File: src/rtl/timer_counter_pkg.sv
// Shared definitions for the timer/counter block: FSM state encoding and the
// bit positions inside the two-bit mode field.
package timer_counter_pkg;

  typedef enum logic [1:0] {
    ST_IDLE = 2'd0,
    ST_RUN  = 2'd1,
    ST_DONE = 2'd2
  } state_t;

  // mode[MODE_DIR] selects down counting, mode[MODE_ONESHOT] selects one-shot
  localparam int MODE_DIR     = 0;
  localparam int MODE_ONESHOT = 1;

endpackage

File: src/rtl/timer_counter.sv
// Up/down timer with periodic or one-shot runs, start/stop/restart control and
// a one-cycle registered terminal-count pulse aligned with the reloaded count.
module timer_counter
  import timer_counter_pkg::*;
#(
  parameter int WIDTH = 4
) (
  input  logic             clk,
  input  logic             r,
  input  logic             e,
  input  logic             start,
  input  logic             stop,
  input  logic [1:0]       mode,
  input  logic [WIDTH-1:0] data,
  output logic [WIDTH-1:0] count,
  output logic             tc,
  output logic             busy,
  output logic             done
);

  state_t           state_q, state_d;
  logic [WIDTH-1:0] term_q, term_d;
  logic [1:0]       mode_q, mode_d;
  logic [WIDTH-1:0] count_d;
  logic             tc_d;
  logic             accept_start;
  logic             terminal;

  // stop always dominates a simultaneous start
  assign accept_start = start && !stop;
  assign terminal     = mode_q[MODE_DIR] ? (count == '0) : (count == term_q);

  always_comb begin
    state_d = state_q;
    count_d = count;
    term_d  = term_q;
    mode_d  = mode_q;
    tc_d    = 1'b0;
    case (state_q)
      ST_IDLE, ST_DONE: begin
        if (accept_start) begin
          state_d = ST_RUN;
          count_d = mode[MODE_DIR] ? data : '0;
          term_d  = data;
          mode_d  = mode;
        end
      end
      ST_RUN: begin
        if (stop) begin
          state_d = ST_IDLE;
        end else if (start) begin
          count_d = mode[MODE_DIR] ? data : '0;
          term_d  = data;
          mode_d  = mode;
        end else if (e) begin
          if (terminal) begin
            tc_d = 1'b1;
            // one-shot holds the terminal value; periodic reloads
            if (mode_q[MODE_ONESHOT]) begin
              state_d = ST_DONE;
            end else begin
              count_d = mode_q[MODE_DIR] ? term_q : '0;
            end
          end else begin
            count_d = mode_q[MODE_DIR] ? (count - WIDTH'(1)) : (count + WIDTH'(1));
          end
        end
      end
      default: begin
        state_d = ST_IDLE;
      end
    endcase
  end

  always_ff @(posedge clk) begin
    if (r) begin
      state_q <= ST_IDLE;
      count   <= '0;
      tc      <= 1'b0;
      term_q  <= '0;
      mode_q  <= '0;
    end else begin
      state_q <= state_d;
      count   <= count_d;
      tc      <= tc_d;
      term_q  <= term_d;
      mode_q  <= mode_d;
    end
  end

  assign busy = (state_q == ST_RUN);
  assign done = (state_q == ST_DONE);

endmodule
File: config.mk
export PLATFORM = sky130hd
export DESIGN_NAME = timer_counter
export DESIGN_NICKNAME = d
export VERILOG_FILES = /design/src/rtl/timer_counter_pkg.sv /design/src/rtl/timer_counter.sv
export SDC_FILE = /design/constraint.sdc
export NUM_CORES = 1
export LEC_CHECK = 0
export CAP_MARGIN = 20
export CORE_UTILIZATION = 55
export CTS_BUF_LIST = sky130_fd_sc_hd__clkbuf_2 sky130_fd_sc_hd__clkbuf_4 sky130_fd_sc_hd__clkbuf_8
export DETAILED_ROUTE_END_ITERATION = 10
export PLACE_DENSITY = 0.84
export SLEW_MARGIN = 20
export SYNTH_ARGS = -nofsm -noshare
export SYNTH_HDL_FRONTEND = slang
export SYNTH_SLANG_ARGS = --single-unit
export TNS_END_PERCENT = 1
File: constraint.sdc
create_clock -name clk -period 4.35 [get_ports clk]
set_clock_uncertainty 0.1 [all_clocks]
set_input_delay 0.87 -clock clk [delete_from_list [all_inputs] [get_ports clk]]
set_output_delay 0.87 -clock clk [all_outputs]
set_load 0.05 [all_outputs]
Word level (Yosys, flattened, before mapping):

Index checks and enable logic that the tools add are counted.

* bits in registers: 13
* output and inout bits: 7

* mux-type cells: 27
* bitwise operators: 2
* equal/unequal tests: 12
* add/sub/neg operators: 2
* reductions and logical operators: 10

Operators by type and width (number)
* 4-bit two-way mux: 12
* 2-bit two-way mux: 9
* 4-bit one-hot mux with 2 select lines: 2
* 5-bit AND reduction: 2
* 3-bit != test, second input constant: 3
* 2-bit one-hot mux with 2 select lines: 2
* 2-bit != test, second input constant: 3
* 3-bit by 2-bit != test with 1-bit output, second input constant: 2
* 5-bit OR reduction: 1
* 4-bit by 1-bit adder with 4-bit output, second input constant: 1
* 4-bit == test: 1
* 4-bit zero test: 1
* 4-bit != test, second input constant: 1
* 4-bit AND reduction: 1
* 4-bit by 1-bit subtractor with 4-bit output, second input constant: 1
* 2-bit by 1-bit == test with 1-bit output, second input constant: 1
* 2-bit == test, second input constant: 1
* 2-bit zero test: 1
* 1-bit two-way mux: 2
* 1-bit inverter: 2
* 2-bit nonzero test: 1
* 2-bit OR reduction: 1
* 1-bit logical AND: 1
* 1-bit zero test: 1

Depth between registers and ports, before layout:

* word-level depth: 7
* gate-level depth with buffers: 7
* depth with buffers taken out: 7

Worst setup path after synthesis:

OpenSTA, ideal clock, no wires.

* path kind: register to register
* from: register count[0]
* to: register count[2]
* required time: 4.179 ns
* arrival time: 1.961 ns
* path slack: 2.218 ns
* path buffers: 0
* cell stages (with the launch flop): 8
* setup time: 0.071 ns
* cell sequence: dfxtp_1 > inv_1 > fa_1 > xnor2_1 > nand2_1 > a211oi_1 > o221ai_1 > a21oi_1

* cells in the longest elaborated chain, start to end: 7

Ends and longest elaborated chain
* start: declaration: RTL line timer_counter.sv:15 `output logic [WIDTH-1:0] count,`
* start signal: assignment: RTL line timer_counter.sv:84 `count <= count_d;`
* 4-bit by 1-bit adder with 4-bit output (tied with other cells): RTL line timer_counter.sv:65 `count_d = mode_q[MODE_DIR] ? (count - WIDTH'(1)) : (count + WIDTH'(1));`
* 4-bit two-way mux or 1-bit two-way mux (tied branches): RTL line timer_counter.sv:65, timer_counter.sv:31
* 4-bit two-way mux: RTL line timer_counter.sv:56 `if (terminal) begin`
* 4-bit two-way mux: RTL line timer_counter.sv:55 `end else if (e) begin`
* 4-bit two-way mux: RTL line timer_counter.sv:51 `end else if (start) begin`
* 4-bit two-way mux: RTL line timer_counter.sv:49 `if (stop) begin`
* 4-bit one-hot mux with 2 select lines: RTL line timer_counter.sv:39 `case (state_q)`

Several ways; a longest one is shown, not always the timed one. The select of a mux whose other input is x is not followed.
A chain may end at the register's enable or synchronous reset.

Worst setup path in the final report:

* from: register count[0]
* to: output port count[0]

No word-level cell between the ends.

==> qor.yml <==
vdd_drop_max_mv: 0.2215
die_x_um: 41.54
max_cap_violations: 0
n_fill_cell: 111
cts_tree: "done"
syn-cell-area_sq_um: 859.6
crit_required_ns: 3.38
slew_headroom_pct: 62.82
fin_setup_tns_ns: 0
synth_edf_count: 0
routedWlPerCell_um: 14.07
synthCells: 102
reg2reg_to: "count[2]$_SDFFE_PP0P_"
drc: 0
yosysUniqueCellTypes: 34
r2r_cells: 7
rows: 13
grt_max_degree: 16
die_area_sq_um: 1725
grt_pass1_wl_um: 3153
synthFlopType: "dfxtp_1"
synthArstFlopShare_pct: 0
io_buffers: 17
seq_area_sq_um: 260.3
synth_top_cell_area_share_pct: 30.28
setup_viol: 0
n_antenna_cell: 0
avgSynthCellArea_sq_um: 8.427
p_per_area_nw_per_um2: 261.8
clkSinkCount: 13
finalNetCount: 135
ys_ff_latch: 13
grtUsageTotal_pct: 23.43
htreeDepth: 1
slew_viol_final: 0
critical_path_buf_inv_count: 1
drtIter0Drc: 10
cts_buffer_depth: 2
reg2reg_slack_ns: 2.37
dp.final_hpwl_um: 1442
path_cells: "clkdlybuf4s50_1"
cp-end-kind: "primary output"
numCtsBuffers: 3
wl_um: 1900
hp-class: "flip-flop to flip-flop"
ys_top_cells_by_count: "13 x dfxtp_1, 13 x nor2_1, 10 x o21ai_0"
synth_warnings: 0
fp.dieH_um: 41.54
clk_latency_ns: 0.28
status: "finished clean"
min_path_cells: 2
fin_crit_ns: 2.653
post_cts_buffers: 0
p_leak_nw: 0.4373
core-area_sq_um: 1383
power_uw: 277.5
tightest_slew_ns: 0.5560
max_stage_delay_ns: 0.87
drtAntennaViolNets: 0
cp.depth: 1
grt-ovfl-total: 0
max_freq_ghz: 0.3769
vias_per_cell: 5.904
synthTopCellsByArea: "dfxtp_1 30%, mux2i_1 7.0%, o21ai_0 5.8%"
clockRootBuffer: "clkbuf_4"
endpoint: "count[0]"
synth_area_leader_cell: "dfxtp_1"
startpoint: "count[0]$_SDFFE_PP0P_"
ys_seq_area_share_pct: 30.28
crit_fanout: 7
finalCritPeriodShare_pct: 60.99
vias: 797
cts_hold_buf: 0
io_pins: 18
rsz0062_at_grt: "false"
cp-start-kind: "flip-flop"
syn_to_final_growth_pct: 23.29
arrival_ns: 1.68
initial_utilization_pct: 62.17
finalHoldViolCount: 0
syn_nets: 116
cp_top_family: "buffers and inverters"
rr_startpoint: "count[0]$_SDFFE_PP0P_"
drive_gt1_share_pct: 9.167
grt_pass1_vias: 697
gp_routability_congestion: 0.8809
antenna_found_initial: 0
cp_slowest_cell: "clkdlybuf4s50_1"
drtPass1Iterations: 4
path_class: "flip-flop to primary output"
multi_input_area_sq_um: 565.5
cts.clk_slew.worst_paths_ns: 0.07
cts_resized: 0
-- through the flow --
| step | worst slack, ns | util, % | area, sq um | hold slack, ns | instances |
|---|---|---|---|---|---|
| 2_1_floorplan | 2.218 | - | 859.6 | 0.4052 | 102 |
| 3_3_place_gp | 1.681 | 74.48 | 1030 | 0.4268 | 131 |
| 3_5_place_dp | 1.640 | 74.48 | 1030 | 0.4373 | 131 |
| 4_1_cts | 1.698 | 76.65 | 1060 | 0.4533 | 135 |
| 5_1_grt | 1.644 | 76.65 | 1060 | 0.4889 | 135 |
| 6_report | 1.697 | 76.65 | 1060 | 0.4505 | 135 |
-- flip-flops by register name, summed over array words and instances, names as in the netlist --
signal and count:
tc 1, state_q 2, count 4, mode_q 2, term_q 4
-- worst min path at each step --
stage | to | from
after global placement | term_q[0]$_SDFFE_PP0P_ | term_q[0]$_SDFFE_PP0P_
after global routing | count[2]$_SDFFE_PP0P_ | count[2]$_SDFFE_PP0P_
after floorplan | state_q[1]$_SDFFE_PP0P_ | mode_q[1]$_SDFFE_PP0P_
after CTS | term_q[3]$_SDFFE_PP0P_ | term_q[3]$_SDFFE_PP0P_
final | term_q[3]$_SDFFE_PP0P_ | term_q[3]$_SDFFE_PP0P_
after detailed placement | term_q[3]$_SDFFE_PP0P_ | term_q[3]$_SDFFE_PP0P_
-- report_power, final --
group	leakage, nW	internal (mW)	total [mW]	switching, mW
registers	0.106	0.124	0.130	0.00691
clock network	0.0184	0.0419	0.0807	0.0388
logic	0.313	0.0287	0.0663	0.0376
total	0.437	0.194	0.277	0.0833
-- per-layer routing --
| metal | GRT usage [%] | part of all wire, % |
|---|---|---|
| met1 | 31.97 | 46 |
| met2 | 36.56 | 48 |
| met5 | 0 | 0 |
| met3 | 6.522 | 4.5 |
| met4 | 5.806 | 1.1 |
-- kinds of logic (layout without fill, tap and decap cells) --
group           count (synthesis)  in the layout  share of synthesized area [%]
xor+xnor                        7              7                          7.133
simple gates                   37             37                          24.17
flops                          13             13                          30.28
compound gates                 29             29                          22.27
fa+ha+maj                       3              3                          5.240
buf+inv                         7             25                          3.930
mux                             6              6                          6.987
-- layout make-up --
cell class | instances | area share, %
inverter | 4 | 1.417
multi-input combinational | 82 | 53.36
timing repair buffer | 17 | 16.06
sequential | 13 | 24.56
tap | 15 | 1.771
clock buffer | 4 | 2.834
-- placed cells by master (no fill, tap or decap), types with 2 or more instances in the layout --
| cell | instances |
|---|---|
| clkdlybuf4s50_1 | 17 |
| nor2_1 | 13 |
| dfxtp_1 | 13 |
| o21ai_0 | 10 |
| a21oi_1 | 7 |
| nand2_1 | 7 |
| mux2i_1 | 6 |
| xor2_1 | 5 |
| inv_1 | 4 |
| clkbuf_4 | 4 |
| nor2b_1 | 3 |
| nand3_1 | 3 |
| a21o_1 | 2 |
| o21ai_1 | 2 |
| o221ai_1 | 2 |
| xnor2_1 | 2 |
| a31oi_1 | 2 |
| ha_1 | 2 |
(Power assumes the default switching activity.)
==> variant 1, RTL diff (config.mk and constraints unchanged) <==
Change the parameter `WIDTH` from 4 to 6.
--- a/src/rtl/timer_counter.sv
+++ b/src/rtl/timer_counter.sv
@@ -4,5 +4,5 @@
   import timer_counter_pkg::*;
 #(
-  parameter int WIDTH = 4
+  parameter int WIDTH = 6
 ) (
   input  logic             clk,
Interface: changed (resized count and data); port bits go from 18 to 22. No check against the original RTL was run, so the function may have changed too.
==> variant 1 against the original RTL <==
Register-to-register slack worse by 0.20 ns; area after synthesis grew 21%; routed wire length rose by 27%; total power increased by 20%; worst setup slack worse by 0.070 ns; sequential cell count up 4; final area is 22% higher; largest cell class unchanged; largest power group unchanged.
==> variant 1: results <==
export IMPL_status="complete, no violations"
export IMPL_cts_buffers_inserted=3
export IMPL_routed_wl_um=2410
export IMPL_dpl_cell_area_um2=1260
export IMPL_avgViaCountPerCell=5.87
export IMPL_ys_seq_area_frac=0.329
export IMPL_fmax_mhz=367
export IMPL_antenna_cells=0
export IMPL_synth_cell_types=34
export IMPL_vdd_ir_drop_max_mv=0.187
export IMPL_cts_setup_buffers=0
export IMPL_yosysWarnings=0
export IMPL_drt_pass1_iterations=5
export IMPL_htreeDepth=1
export IMPL_hold_path_class="reg2reg"
export IMPL_largestRegisters="count x6, term_q x6"
export IMPL_clk_pin_slew_worst_paths_ns=0.10
export IMPL_dp_slack_ns=1.49
export IMPL_grt_use_total=0.267
export IMPL_grt_pass1_wl_um=3970
export IMPL_critical_path_top_delay_family="buffers and inverters"
export IMPL_holdWs_ns=0.369
export IMPL_cp_arrival_ns=1.75
export IMPL_antenna_found_initial=0
export IMPL_synthTopCellsByArea="dfxtp_1 (33%), nand2_1 (6.9%), a21oi_1 (6.3%)"
export IMPL_synthTopCellsByCount="nand2_1 (19), dfxtp_1 (17), a21oi_1 (13)"
export IMPL_synth_edff_count=0
export IMPL_instances_no_fill=164
export IMPL_grt_max_degree=14
export IMPL_async_flop_share=0
export IMPL_portBuffers=21
export IMPL_drt_iter0_markers=58
export IMPL_crit_slowest_cell="clkdlybuf4s50_1"
export IMPL_power_leakage_nw=0.497
export IMPL_dp_hpwl_um=1900
export IMPL_gp_congestion=0.861
export IMPL_cts_buffer_depth=2
export IMPL_max_slew_margin=0.544
export IMPL_min_delay_path_depth=2
export IMPL_critical_path_max_stage_delay_ns=0.80
export IMPL_grt_pass1_vias=904
export IMPL_clkLatencyLatePin_ns=0.29
export IMPL_avgSynthCellArea_um2=8.93
export IMPL_crit_path_max_fanout=5
export IMPL_cts_root_buffer="clkbuf_4"
export IMPL_syn_nets=134
export IMPL_rr_worst_depth=6
export IMPL_cts_resized=0
export IMPL_ff2ff_setup_slack_ns=2.17
export IMPL_layout_drive_gt1_share=0.0935
==> variant 1: changes by cell type after synthesis, moves of 5 or more <==
cell	unedited run	this run
nand2_1	7	19
nor2_1	13	3
o21ai_0	10	2
a21oi_1	7	13
mux2i_1	6	0
a222oi_1	0	5
xnor2_1	2	7
==> variant 1: kinds of logic after synthesis <==
family / share of synthesized area
compound gates: 0.257
xor+xnor: 0.0930
fa+ha+maj: 0.0676
buf+inv: 0.0399
flops: 0.329
simple gates: 0.214
==> variant 1: layout make-up <==
type / count / area [um2]
multi-input cells: 90 / 654
fillers: 145 / 455
flip-flops and latches: 17 / 340
repair buffers: 21 / 210
well taps: 25 / 31.3
inverters: 7 / 26.3
clock buffers: 3 / 22.5
clock inverters: 1 / 5.00
==> variant 1: worst paths after layout <==
check | startpoint | endpoint
worst max register to register | count[1]$_SDFFE_PP0P_ | count[5]$_SDFFE_PP0P_
worst min-delay path | mode_q[1]$_SDFFE_PP0P_ | mode_q[1]$_SDFFE_PP0P_
worst min register to register | mode_q[1]$_SDFFE_PP0P_ | mode_q[1]$_SDFFE_PP0P_
worst max-delay path | state_q[1]$_SDFFE_PP0P_ | busy
==> variant 1: report_power, final <==
part           switching [mW]  internal [mW]
Sequential            0.00857          0.162
Clock                  0.0490         0.0341
Combinational          0.0424         0.0378
==> variant 1: layer usage <==
| metal | track usage | vias up | part of all wire |
|---|---|---|---|
| met5 | 0 | - | 0 |
| met4 | 0.0667 | 0 | 0 |
| met3 | 0.0516 | 0 | 0.062 |
| met2 | 0.409 | 37 | 0.47 |
| met1 | 0.384 | 456 | 0.47 |
| li1 | - | 469 | - |
==> variant 1: tightest hold or removal path: stages, from the launching register on <==
cell and delay (ns):
dfxtp_1 0.32, nand2_1 0.05, a21oi_1 0.06
==> variant 2, RTL diff (same settings) <==
Made on the original files. Register the outputs `busy` and `done`, without a reset; this adds one clock of latency there. The other outputs are not delayed to match.
--- a/src/rtl/timer_counter.sv
+++ b/src/rtl/timer_counter.sv
@@ -89,6 +89,8 @@
   end
 
-  assign busy = (state_q == ST_RUN);
-  assign done = (state_q == ST_DONE);
+  always_ff @(posedge clk) begin
+    busy <= (state_q == ST_RUN);
+    done <= (state_q == ST_DONE);
+  end
 
 endmodule
Behaviour: not the same (a bounded check fails within 4 cycles, from zero or initial values).
==> variant 2 against the original RTL <==
Final area up 4.5%; synthesized cell count down 2.0%; register-to-register slack worse by 0.26 ns; count of clock-buffer cells in the layout unchanged; clock power up 11%; maximum frequency up 0.80%; sequential cell count up 2; area after synthesis up 5.2%; first-iteration DRC count up 140%; core utilization down 4.0 points; worst setup slack better by 0.021 ns; die area up 5.0%; critical endpoint is now count[0]$_SDFFE_PP0P_; total power up 10%; routed wire length up 1.0%.
==> variant 2: results <==
export IMPL_ys_seq_area_frac=0.332
export IMPL_vdd_ir_drop_max_mv=0.199
export IMPL_use_met2=0.388
export IMPL_hp_start="state_q[0]$_SDFFE_PP0P_"
export IMPL_critical_path_max_stage_delay_ns=0.48
export IMPL_grt_use_met1=0.326
export IMPL_critPathCapture="count[0]$_SDFFE_PP0P_"
export IMPL_intPower_mw=0.216
export IMPL_ff2ff_setup_slack_ns=2.11
export IMPL_p_clk_mw=0.0894
export IMPL_synthCells=100
export IMPL_highest_layer="met4"
export IMPL_dp_hpwl_um=1470
export IMPL_fillers=124
export IMPL_gp_congestion=0.864
export IMPL_hold_end="done$_DFF_P_"
export IMPL_grt_pass1_vias=753
export IMPL_use_met3=0.0517
export IMPL_dp_slack_ns=1.46
export IMPL_tightest_slew_ns=0.734
export IMPL_synthTopCellsByArea="dfxtp_1 (33%), mux2i_1 (7.7%), xor2_1 (4.8%)"
export IMPL_cp_arrival_ns=2.75
export IMPL_avgViaCountPerCell=5.82
export IMPL_status="complete, no violations"
export IMPL_wl_met3_um=96
export IMPL_wire_per_inst_um=14.2
export IMPL_power_share_switching=0.295
export IMPL_r2r_end="state_q[1]$_SDFFE_PP0P_"
export IMPL_crit_path_max_fanout=8
export IMPL_dpl_cell_area_um2=1080
export IMPL_min_delay_path_depth=1
export IMPL_synthTopCellsByCount="dfxtp_1 (15), nor2_1 (9), a21oi_1 (8)"
export IMPL_period_needed_ns=2.63
export IMPL_wl_met2_um=891
export IMPL_syn_nets=114
export IMPL_holdWs_ns=0.434
export IMPL_layout_drive_gt1_share=0.101
export IMPL_rr_worst_depth=5
variant 2: area by class of cell:
| cell class | count | area, um2 | share of cell area |
|---|---|---|---|
| Clock buffer | 4 | 30.0 | 0.0271 |
| Inverter | 4 | 15.0 | 0.0136 |
| Multi-Input combinational cell | 79 | 572 | 0.516 |
| Sequential cell | 15 | 300 | 0.271 |
| Tap cell | 16 | 20.0 | 0.0181 |
| Timing Repair Buffer | 17 | 170 | 0.154 |
variant 2: kinds of logic (layout without fill, tap and decap cells):
family / count (synthesis) / count (layout) / synth area share
simple gates: 34 / 34 / 0.232
compound gates: 28 / 28 / 0.205
flops: 15 / 15 / 0.332
xor+xnor: 7 / 7 / 0.0678
mux: 7 / 7 / 0.0775
buf+inv: 6 / 25 / 0.0359
fa+ha+maj: 3 / 3 / 0.0498
variant 2: worst max-delay path: cells and delay by family:
family / cells / cell delay [ns]
compound gates: 3 / 0.78
simple gates: 2 / 0.61
buf+inv: 1 / 0.48
